### config.mk
export PLATFORM = sky130hd
export DESIGN_NAME = div_result_stage_flat
export DESIGN_NICKNAME = d
export VERILOG_FILES = /design/src/rtl/mul_div_pkg.sv /design/src/rtl/div_result_stage_if.sv /design/src/rtl/div_result_fifo.sv /design/src/rtl/div_result_stage.sv /design/src/flat_wrapper.sv
export SDC_FILE = /design/constraint.sdc
export NUM_CORES = 1
export LEC_CHECK = 0
export ABC_AREA = 1
export BUFFER_PORTS_ARGS = -buffer_cell sky130_fd_sc_hd__clkbuf_2
export CAP_MARGIN = 20
export CORE_ASPECT_RATIO = 1.25
export CORE_MARGIN = 1
export CORE_UTILIZATION = 25
export CTS_BUF_LIST = sky130_fd_sc_hd__clkbuf_16
export DETAILED_ROUTE_END_ITERATION = 6
export GPL_TIMING_DRIVEN = 0
export PLACE_DENSITY = 0.43
export SKIP_CTS_REPAIR_TIMING = 1
export SYNTH_ARGS = -nofsm -noshare
export SYNTH_HDL_FRONTEND = slang
export SYNTH_SLANG_ARGS = --single-unit
### constraint.sdc
create_clock -name clk -period 5.2 [get_ports clk]
set_clock_uncertainty 0.1 [all_clocks]
set_input_delay 0.26 -clock clk [delete_from_list [all_inputs] [get_ports clk]]
set_output_delay 0.26 -clock clk [all_outputs]
set_load 0.02 [all_outputs]
### src/rtl/mul_div_pkg.sv
// Shared definitions for the mul_div unit.
// Holds the divider op encodings, the default operand/tag widths and the
// per-request sideband record that travels alongside the divider cell chain.
package mul_div_pkg;

    localparam int XLEN_DEFAULT  = 32;
    localparam int TAG_W_DEFAULT = 5;

    // RISC-V divide-family operation encodings.
    typedef enum logic [1:0] {
        OP_DIV  = 2'b00,
        OP_DIVU = 2'b01,
        OP_REM  = 2'b10,
        OP_REMU = 2'b11
    } div_op_e;

    // Sideband captured at issue, at the default widths.
    typedef struct packed {
        div_op_e                  op;
        logic                     neg_q;
        logic                     neg_r;
        logic                     div0;
        logic                     ovf;
        logic [XLEN_DEFAULT-1:0]  dividend;
        logic [TAG_W_DEFAULT-1:0] tag;
    } div_sb_t;

endpackage

### src/rtl/div_result_stage_if.sv
// Issue and result handshake bundle of div_result_stage.
// master: requester/consumer side (drives issue_*, res_ready).
// slave : div_result_stage side (drives issue_ready, res_valid/data/tag).
interface div_result_stage_if #(
    parameter int XLEN  = 32,
    parameter int TAG_W = 5
) ();
    logic             issue_valid;
    logic             issue_ready;
    logic [1:0]       issue_op;
    logic             issue_neg_q;
    logic             issue_neg_r;
    logic             issue_div0;
    logic             issue_ovf;
    logic [XLEN-1:0]  issue_dividend;
    logic [TAG_W-1:0] issue_tag;
    logic             res_valid;
    logic             res_ready;
    logic [XLEN-1:0]  res_data;
    logic [TAG_W-1:0] res_tag;

    modport master (
        output issue_valid, issue_op, issue_neg_q, issue_neg_r, issue_div0,
               issue_ovf, issue_dividend, issue_tag, res_ready,
        input  issue_ready, res_valid, res_data, res_tag
    );

    modport slave (
        input  issue_valid, issue_op, issue_neg_q, issue_neg_r, issue_div0,
               issue_ovf, issue_dividend, issue_tag, res_ready,
        output issue_ready, res_valid, res_data, res_tag
    );
endinterface

### src/rtl/div_result_fifo.sv
// Synchronous DEPTH-entry result FIFO.
// Ports: clk/rstn (async active-low), flush (sync clear), push/push_data
// write side, pop_ready/rd_valid/rd_data read side, count (occupancy) and
// overflow (a push that found the FIFO full with no pop; data dropped).
module div_result_fifo #(
    parameter int DEPTH = 4,
    parameter int W     = 37
) (
    input  logic         clk,
    input  logic         rstn,
    input  logic         flush,
    input  logic         push,
    input  logic [W-1:0] push_data,
    input  logic         pop_ready,
    output logic         rd_valid,
    output logic [W-1:0] rd_data,
    output logic [$clog2(DEPTH):0] count,
    output logic         overflow
);
    localparam int AW = $clog2(DEPTH);
    localparam int CW = AW + 1;

    logic [W-1:0]  mem_r [DEPTH];
    logic [AW-1:0] wr_ptr_r;
    logic [AW-1:0] rd_ptr_r;
    logic [CW-1:0] count_r;
    logic [CW-1:0] count_next_s;
    logic          valid_r;
    logic          full_s;
    logic          pop_s;
    logic          push_ok_s;

    assign full_s    = (count_r == CW'(DEPTH));
    assign pop_s     = pop_ready && valid_r && !flush;
    // A pop in the same cycle frees the slot, so a push at full is legal then.
    assign push_ok_s = push && !flush && (!full_s || pop_s);
    assign overflow  = push && !flush && full_s && !pop_s;

    assign rd_valid = valid_r;
    assign rd_data  = mem_r[rd_ptr_r];
    assign count    = count_r;

    // Next occupancy from the push/pop pair.
    always_comb begin
        count_next_s = count_r;
        if (flush) begin
            count_next_s = '0;
        end else begin
            case ({push_ok_s, pop_s})
                2'b10:   count_next_s = count_r + CW'(1);
                2'b01:   count_next_s = count_r - CW'(1);
                default: count_next_s = count_r;
            endcase
        end
    end

    // Occupancy, pointers and registered valid flag.
    always_ff @(posedge clk or negedge rstn) begin
        if (!rstn) begin
            wr_ptr_r <= '0;
            rd_ptr_r <= '0;
            count_r  <= '0;
            valid_r  <= 1'b0;
        end else if (flush) begin
            wr_ptr_r <= '0;
            rd_ptr_r <= '0;
            count_r  <= '0;
            valid_r  <= 1'b0;
        end else begin
            if (push_ok_s) begin
                wr_ptr_r <= wr_ptr_r + AW'(1);
            end
            if (pop_s) begin
                rd_ptr_r <= rd_ptr_r + AW'(1);
            end
            count_r <= count_next_s;
            valid_r <= (count_next_s != '0);
        end
    end

    // Storage; cleared on reset so the head reads zero out of reset.
    always_ff @(posedge clk or negedge rstn) begin
        if (!rstn) begin
            for (int i = 0; i < DEPTH; i++) begin
                mem_r[i] <= '0;
            end
        end else if (push_ok_s) begin
            mem_r[wr_ptr_r] <= push_data;
        end
    end
endmodule

### src/rtl/div_result_stage.sv
// Output stage of the pipelined divider.
// A LAT-deep sideband delay line runs beside the divider cell chain; when an
// entry leaves the last stage it meets cell_rdy and the magnitude results,
// the RISC-V DIV/DIVU/REM/REMU sign and special-case rules are applied, and
// the final value is queued in div_result_fifo towards writeback.
// Ports: clk, rstn (async active-low); bus (issue and result handshakes);
// cell_rdy/cell_merchant/cell_remainder from the last divider cell;
// flush (sync kill of everything in flight); sb_err (sticky misalignment).
module div_result_stage
    import mul_div_pkg::*;
#(
    parameter int XLEN  = XLEN_DEFAULT,
    parameter int LAT   = 32,
    parameter int DEPTH = 4,
    parameter int TAG_W = TAG_W_DEFAULT
) (
    input  logic            clk,
    input  logic            rstn,
    div_result_stage_if.slave bus,
    input  logic            cell_rdy,
    input  logic [XLEN-1:0] cell_merchant,
    input  logic [XLEN-1:0] cell_remainder,
    input  logic            flush,
    output logic            sb_err
);
    localparam int CW = $clog2(DEPTH) + 1;

    typedef struct packed {
        logic             valid;
        div_op_e          op;
        logic             neg_q;
        logic             neg_r;
        logic             div0;
        logic             ovf;
        logic [XLEN-1:0]  dividend;
        logic [TAG_W-1:0] tag;
    } line_t;

    line_t            line_r [LAT];
    line_t            issue_entry_s;
    line_t            head_s;
    logic [CW-1:0]    inflight_r;
    logic [CW-1:0]    fifo_count_s;
    logic [CW:0]      credit_used_s;
    logic             fire_s;
    logic             arrive_s;
    logic             push_s;
    logic             overflow_s;
    logic [XLEN-1:0]  result_s;
    logic [XLEN+TAG_W-1:0] rd_word_s;

    function automatic logic [XLEN-1:0] twos_neg(input logic [XLEN-1:0] v);
        return ~v + XLEN'(1);
    endfunction

    // Credit: every in-flight request owns a FIFO slot, so the chain never
    // delivers into a full FIFO.
    assign credit_used_s   = {1'b0, inflight_r} + {1'b0, fifo_count_s};
    assign bus.issue_ready = (credit_used_s < (CW+1)'(DEPTH));
    assign fire_s          = bus.issue_valid && bus.issue_ready;
    assign head_s          = line_r[LAT-1];
    assign arrive_s        = head_s.valid;
    assign push_s          = arrive_s && !flush;

    // Sideband record entering stage 0.
    always_comb begin
        issue_entry_s          = '0;
        issue_entry_s.valid    = fire_s && !flush;
        issue_entry_s.op       = div_op_e'(bus.issue_op);
        issue_entry_s.neg_q    = bus.issue_neg_q;
        issue_entry_s.neg_r    = bus.issue_neg_r;
        issue_entry_s.div0     = bus.issue_div0;
        issue_entry_s.ovf      = bus.issue_ovf;
        issue_entry_s.dividend = bus.issue_dividend;
        issue_entry_s.tag      = bus.issue_tag;
    end

    // Sideband delay line; shifts every cycle, flush kills all valid bits.
    always_ff @(posedge clk or negedge rstn) begin
        if (!rstn) begin
            for (int i = 0; i < LAT; i++) begin
                line_r[i] <= '0;
            end
        end else begin
            line_r[0] <= issue_entry_s;
            for (int i = 1; i < LAT; i++) begin
                line_r[i]       <= line_r[i-1];
                line_r[i].valid <= line_r[i-1].valid && !flush;
            end
        end
    end

    // Requests issued but not yet arrived at the chain output.
    always_ff @(posedge clk or negedge rstn) begin
        if (!rstn) begin
            inflight_r <= '0;
        end else if (flush) begin
            inflight_r <= '0;
        end else begin
            case ({fire_s, arrive_s})
                2'b10:   inflight_r <= inflight_r + CW'(1);
                2'b01:   inflight_r <= inflight_r - CW'(1);
                default: inflight_r <= inflight_r;
            endcase
        end
    end

    // Sign and special-case fixup; neg flags only matter for signed ops.
    always_comb begin
        result_s = '0;
        case (head_s.op)
            OP_DIV: begin
                if (head_s.div0) begin
                    result_s = '1;
                end else if (head_s.ovf) begin
                    result_s = head_s.dividend;
                end else if (head_s.neg_q) begin
                    result_s = twos_neg(cell_merchant);
                end else begin
                    result_s = cell_merchant;
                end
            end
            OP_DIVU: begin
                if (head_s.div0) begin
                    result_s = '1;
                end else begin
                    result_s = cell_merchant;
                end
            end
            OP_REM: begin
                if (head_s.div0) begin
                    result_s = head_s.dividend;
                end else if (head_s.ovf) begin
                    result_s = '0;
                end else if (head_s.neg_r) begin
                    result_s = twos_neg(cell_remainder);
                end else begin
                    result_s = cell_remainder;
                end
            end
            OP_REMU: begin
                if (head_s.div0) begin
                    result_s = head_s.dividend;
                end else begin
                    result_s = cell_remainder;
                end
            end
            default: result_s = '0;
        endcase
    end

    div_result_fifo #(
        .DEPTH (DEPTH),
        .W     (XLEN + TAG_W)
    ) u_fifo (
        .clk       (clk),
        .rstn      (rstn),
        .flush     (flush),
        .push      (push_s),
        .push_data ({head_s.tag, result_s}),
        .pop_ready (bus.res_ready),
        .rd_valid  (bus.res_valid),
        .rd_data   (rd_word_s),
        .count     (fifo_count_s),
        .overflow  (overflow_s)
    );

    assign bus.res_data = rd_word_s[XLEN-1:0];
    assign bus.res_tag  = rd_word_s[XLEN+TAG_W-1:XLEN];

    // Sticky error: sideband arrived without cell_rdy, or a write hit a full FIFO.
    always_ff @(posedge clk or negedge rstn) begin
        if (!rstn) begin
            sb_err <= 1'b0;
        end else if (!flush && ((arrive_s && !cell_rdy) || overflow_s)) begin
            sb_err <= 1'b1;
        end
    end
endmodule

### src/flat_wrapper.sv
// flat-port wrapper written by rule: the top's interface ports become plain ports
module div_result_stage_flat import mul_div_pkg::*;
#(
    parameter int XLEN  = XLEN_DEFAULT,
    parameter int LAT   = 32,
    parameter int DEPTH = 4,
    parameter int TAG_W = TAG_W_DEFAULT
)
  (clk, rstn, cell_rdy, cell_merchant, cell_remainder, flush, sb_err, bus_issue_valid, bus_issue_op, bus_issue_neg_q, bus_issue_neg_r, bus_issue_div0, bus_issue_ovf, bus_issue_dividend, bus_issue_tag, bus_res_ready, bus_issue_ready, bus_res_valid, bus_res_data, bus_res_tag);
  div_result_stage_if #(.XLEN(XLEN), .TAG_W(TAG_W)) bus_i ();
  input  logic clk;
  input  logic rstn;
  input  logic cell_rdy;
  input  logic [XLEN-1:0] cell_merchant;
  input  logic [XLEN-1:0] cell_remainder;
  input  logic flush;
  output logic sb_err;
  input wire logic [$bits(bus_i.issue_valid)-1:0] bus_issue_valid;
  input wire logic [$bits(bus_i.issue_op)-1:0] bus_issue_op;
  input wire logic [$bits(bus_i.issue_neg_q)-1:0] bus_issue_neg_q;
  input wire logic [$bits(bus_i.issue_neg_r)-1:0] bus_issue_neg_r;
  input wire logic [$bits(bus_i.issue_div0)-1:0] bus_issue_div0;
  input wire logic [$bits(bus_i.issue_ovf)-1:0] bus_issue_ovf;
  input wire logic [$bits(bus_i.issue_dividend)-1:0] bus_issue_dividend;
  input wire logic [$bits(bus_i.issue_tag)-1:0] bus_issue_tag;
  input wire logic [$bits(bus_i.res_ready)-1:0] bus_res_ready;
  output wire logic [$bits(bus_i.issue_ready)-1:0] bus_issue_ready;
  output wire logic [$bits(bus_i.res_valid)-1:0] bus_res_valid;
  output wire logic [$bits(bus_i.res_data)-1:0] bus_res_data;
  output wire logic [$bits(bus_i.res_tag)-1:0] bus_res_tag;
  assign bus_i.issue_valid = bus_issue_valid;
  assign bus_i.issue_op = bus_issue_op;
  assign bus_i.issue_neg_q = bus_issue_neg_q;
  assign bus_i.issue_neg_r = bus_issue_neg_r;
  assign bus_i.issue_div0 = bus_issue_div0;
  assign bus_i.issue_ovf = bus_issue_ovf;
  assign bus_i.issue_dividend = bus_issue_dividend;
  assign bus_i.issue_tag = bus_issue_tag;
  assign bus_i.res_ready = bus_res_ready;
  assign bus_issue_ready = bus_i.issue_ready;
  assign bus_res_valid = bus_i.res_valid;
  assign bus_res_data = bus_i.res_data;
  assign bus_res_tag = bus_i.res_tag;
  div_result_stage #(.XLEN(XLEN), .LAT(LAT), .DEPTH(DEPTH), .TAG_W(TAG_W)) u_core (.clk(clk), .rstn(rstn), .bus(bus_i), .cell_rdy(cell_rdy), .cell_merchant(cell_merchant), .cell_remainder(cell_remainder), .flush(flush), .sb_err(sb_err));
endmodule
==> impl_metrics.py <==
metrics = {
    "cells_and_area": {
        "diodes": 0,
        "area_delta_synth_final_pct": 22.2,
        "drive_gt1_share_pct": 12.8,
        "stdcell_count": 6154,
        "fin_nets": 3745,
    },
    "placement": {
        "gp_congestion": 0.856,
        "dp.cells": 5760,
        "placement.io_buffers": 151,
        "dp_hpwl_mm": 65.9,
        "dp_slack_ns": 1.63,
    },
    "worst_setup_path": {
        "cp_common_cell": "clkbuf_1",
        "path_class": "register to output pin",
        "cp_max_fo": 10,
        "cp_cell_sequence": "clkbuf_1 -> inv_1 -> buf_2 -> clkbuf_1 -> nor2_1 -> o22ai_1 -> clkbuf_2",
        "cpPeakStageDelay_ns": 0.63,
        "cp_slowest_cell": "clkbuf_1",
        "endpoint_kind": "output pin",
        "cp.arrival_ns": 3.90,
        "startpoint_type": "register",
        "cp.required_ns": 4.84,
    },
    "logic_synthesis": {
        "synth_nets": 3312,
        "synth.area.top_cells": "dfrtp_1, nand2_1, o21ai_0, nand3_1, nor2_1",
        "async_reset_ff_share_pct": 100,
        "yosys-top-cells-count": "dfrtp_1, nand2_1, o21ai_0",
        "synthFlopType": "dfrtp_1",
        "synth.distinct_cells": 44,
        "synth_warnings": 0,
        "synth-seq-cells": 1568,
        "yosysTopAreaCell": "dfrtp_1",
        "syn_avg_cell_area_sq_um": 14.6,
        "netlist_area_sq_um": 46500,
        "synth_edf_count": 0,
        "synth.most_common_cell": "dfrtp_1",
        "seq_area_frac_synth_pct": 84.4,
        "netlist.area_leader.share_pct": 84.4,
        "synthesis.instances": 3188,
    },
    "cts": {
        "h-tree-depth": 4,
        "root_buffer": "clkbuf_16",
        "clock_latency_ns": 0.78,
        "cts.sinks": 1568,
        "clk_pin_slew_worst_paths_ns": 0.06,
        "cts_buffers": 161,
        "cts_tree": "done",
        "clock_path_buffers": 3,
    },
    "detailed_routing": {
        "drcViolationCount": 0,
        "vias": 24000,
        "wl_mm": 100,
        "firstDrtPassIters": 5,
        "drtAntennaViolNets": 0,
        "viasPerCell": 3.90,
        "avgRoutedWirePerCell_um": 16.3,
        "first_iter_violations": 1311,
    },
    "die": {
        "ios": 153,
        "fp.dieH_um": 484,
        "start_util_pct": 25.2,
        "dieArea_sq_um": 188000,
        "die_x_um": 388,
        "row_count": 176,
        "core_area_sq_um": 184000,
    },
    "timing": {
        "slew_headroom_pct": 32.3,
        "tightest_slew_ns": 1.02,
        "timing.final.ws_setup_ns": 0.938,
        "hold_viol_final": 0,
        "period_needed_ns": 4.26,
        "fin_setup_tns_ns": 0,
        "fin_crit_sh_pct": 82.0,
        "slew_violations": 0,
        "rsz0062_at_grt": "false",
        "whs_ns": 0.000302,
        "setup_viol": 0,
        "fmax_ghz": 0.235,
    },
    "global_route": {
        "grt_antenna_before_repair": 1,
        "grtUsageTotal_pct": 10.8,
        "grt_pass1_vias": 24400,
        "grt_start_max_net_pins": 121,
        "grt_pass1_wl_mm": 153,
        "grt-ovfl-total": 0,
    },
    "power": {
        "power.static_leakage_nw": 26.3,
        "ir_drop_v": 0.000263,
        "p_per_area_nw_per_um2": 436,
    },
    "outcome": {
        "status": "complete, no violations",
    },
    "flow_run": {
        "max_cap_viol_count": 0,
    },
    "min_path": {
        "min_path_type": "input pin to register",
    },
}
-- per-stage QoR --
stage | cell area (sq um) | power [mW] | util, %
4_1_cts | 55800 | 25.3 | 30.3
5_1_grt | 56800 | 26.0 | 30.8
3_3_place_gp | 50300 | 14.1 | 27.3
6_report | 56800 | 24.8 | 30.8
2_1_floorplan | 46500 | 13.5 | -
3_5_place_dp | 50700 | 14.1 | 27.5
-- path summary, 6_finish.rpt --
path / slack, ns / to / cells past startpoint / from
min: 0.0003 / u_core.u_fifo.mem_r[29] / 8 / cell_remainder[29]
max in group asynchronous: 1.90 / u_core.line_r[1308] / 8 / rstn
min in group asynchronous: 0.43 / u_core.line_r[433] / 3 / rstn
max reg2reg: 1.91 / u_core.u_fifo.mem_r[16] / 11 / u_core.head_s[37]
min reg2reg: 0.21 / u_core.line_r[136] / 0 / u_core.line_r[180]
max: 0.94 / bus_res_data[14] / 7 / u_core.u_fifo.rd_ptr_r[0]
-- worst max-delay path, delay by kind of cell (launching register included) --
family                 cells  cell delay (ns)
AND/OR/NAND/NOR            1             0.09
flip-flops                 1             0.48
buffers and inverters      5             2.02
AO/OA/AOI/OAI              1             0.52
-- per-layer routing --
layer	up-vias	share of wire (%)	GRT usage, %
met5	-	0	0
met4	0	4.4	5.35
met3	217	4.5	2.34
met2	541	47	17.0
met1	12100	44	14.0
li1	11100	-	-
-- registers in the layout, indices dropped and copies added (netlist names) --
signal	flops
u_core.u_fifo.wr_ptr_r	2
u_core.line_r	1364
u_core.inflight_r	3
u_core.arrive_s	1
u_core.u_fifo.mem_r	148
u_core.sb_err	1
u_core.u_fifo.count	3
u_core.u_fifo.rd_ptr_r	2
u_core.head_s	43
u_core.u_fifo.rd_valid	1
-- cell families (layout without fill, tap and decap cells) --
group | Yosys count | count (layout) | synth area share (%)
buffers and inverters | 227 | 790 | 1.93
multiplexers | 1 | 1 | 0.0215
flip-flops | 1568 | 1568 | 84.4
AND/OR/NAND/NOR | 1046 | 1046 | 9.50
AO/OA/AOI/OAI | 334 | 334 | 3.81
XOR/XNOR | 1 | 1 | 0.0188
adder cells (fa/ha/maj) | 11 | 11 | 0.328
-- report_power, final --
| group | switching [mW] | internal, mW |
|---|---|---|
| Combinational | 0.664 | 0.260 |
| Sequential | 0.176 | 12.8 |
| Clock | 4.71 | 6.17 |
| Total | 5.55 | 19.2 |
-- cell type report --
| type | instances | area (sq um) |
|---|---|---|
| plain buffers | 92 | 392 |
| clock buffers | 163 | 4080 |
| clock inverters | 130 | 985 |
| fillers | 18400 | 127000 |
| inverters | 135 | 508 |
| multi-input cells | 1393 | 6360 |
| flip-flops and latches | 1568 | 39200 |
| well taps | 2403 | 3010 |
| repair buffers | 270 | 2260 |
-- layout by cell type (no fill, tap or decap), types with 6 or more instances in the layout --
cell              n
nor3_1           15
clkbuf_1         55
nor2_1          178
a21oi_1          56
nand2_2          24
o21ai_1          18
buf_2            31
dfrtp_1        1568
nand4_1           8
buf_16           17
inv_1           155
o22ai_1          38
nand2_1         595
nand3_1         194
clkinv_1         47
o21ai_0         206
clkinv_2         23
nor2_2            7
nand3_2           6
inv_2            12
clkbuf_2        150
clkbuf_16       163
dlygate4sd3_1   100
ha_1              9
bufinv_16         9
Note: power is estimated with default switching activity, not from simulation.
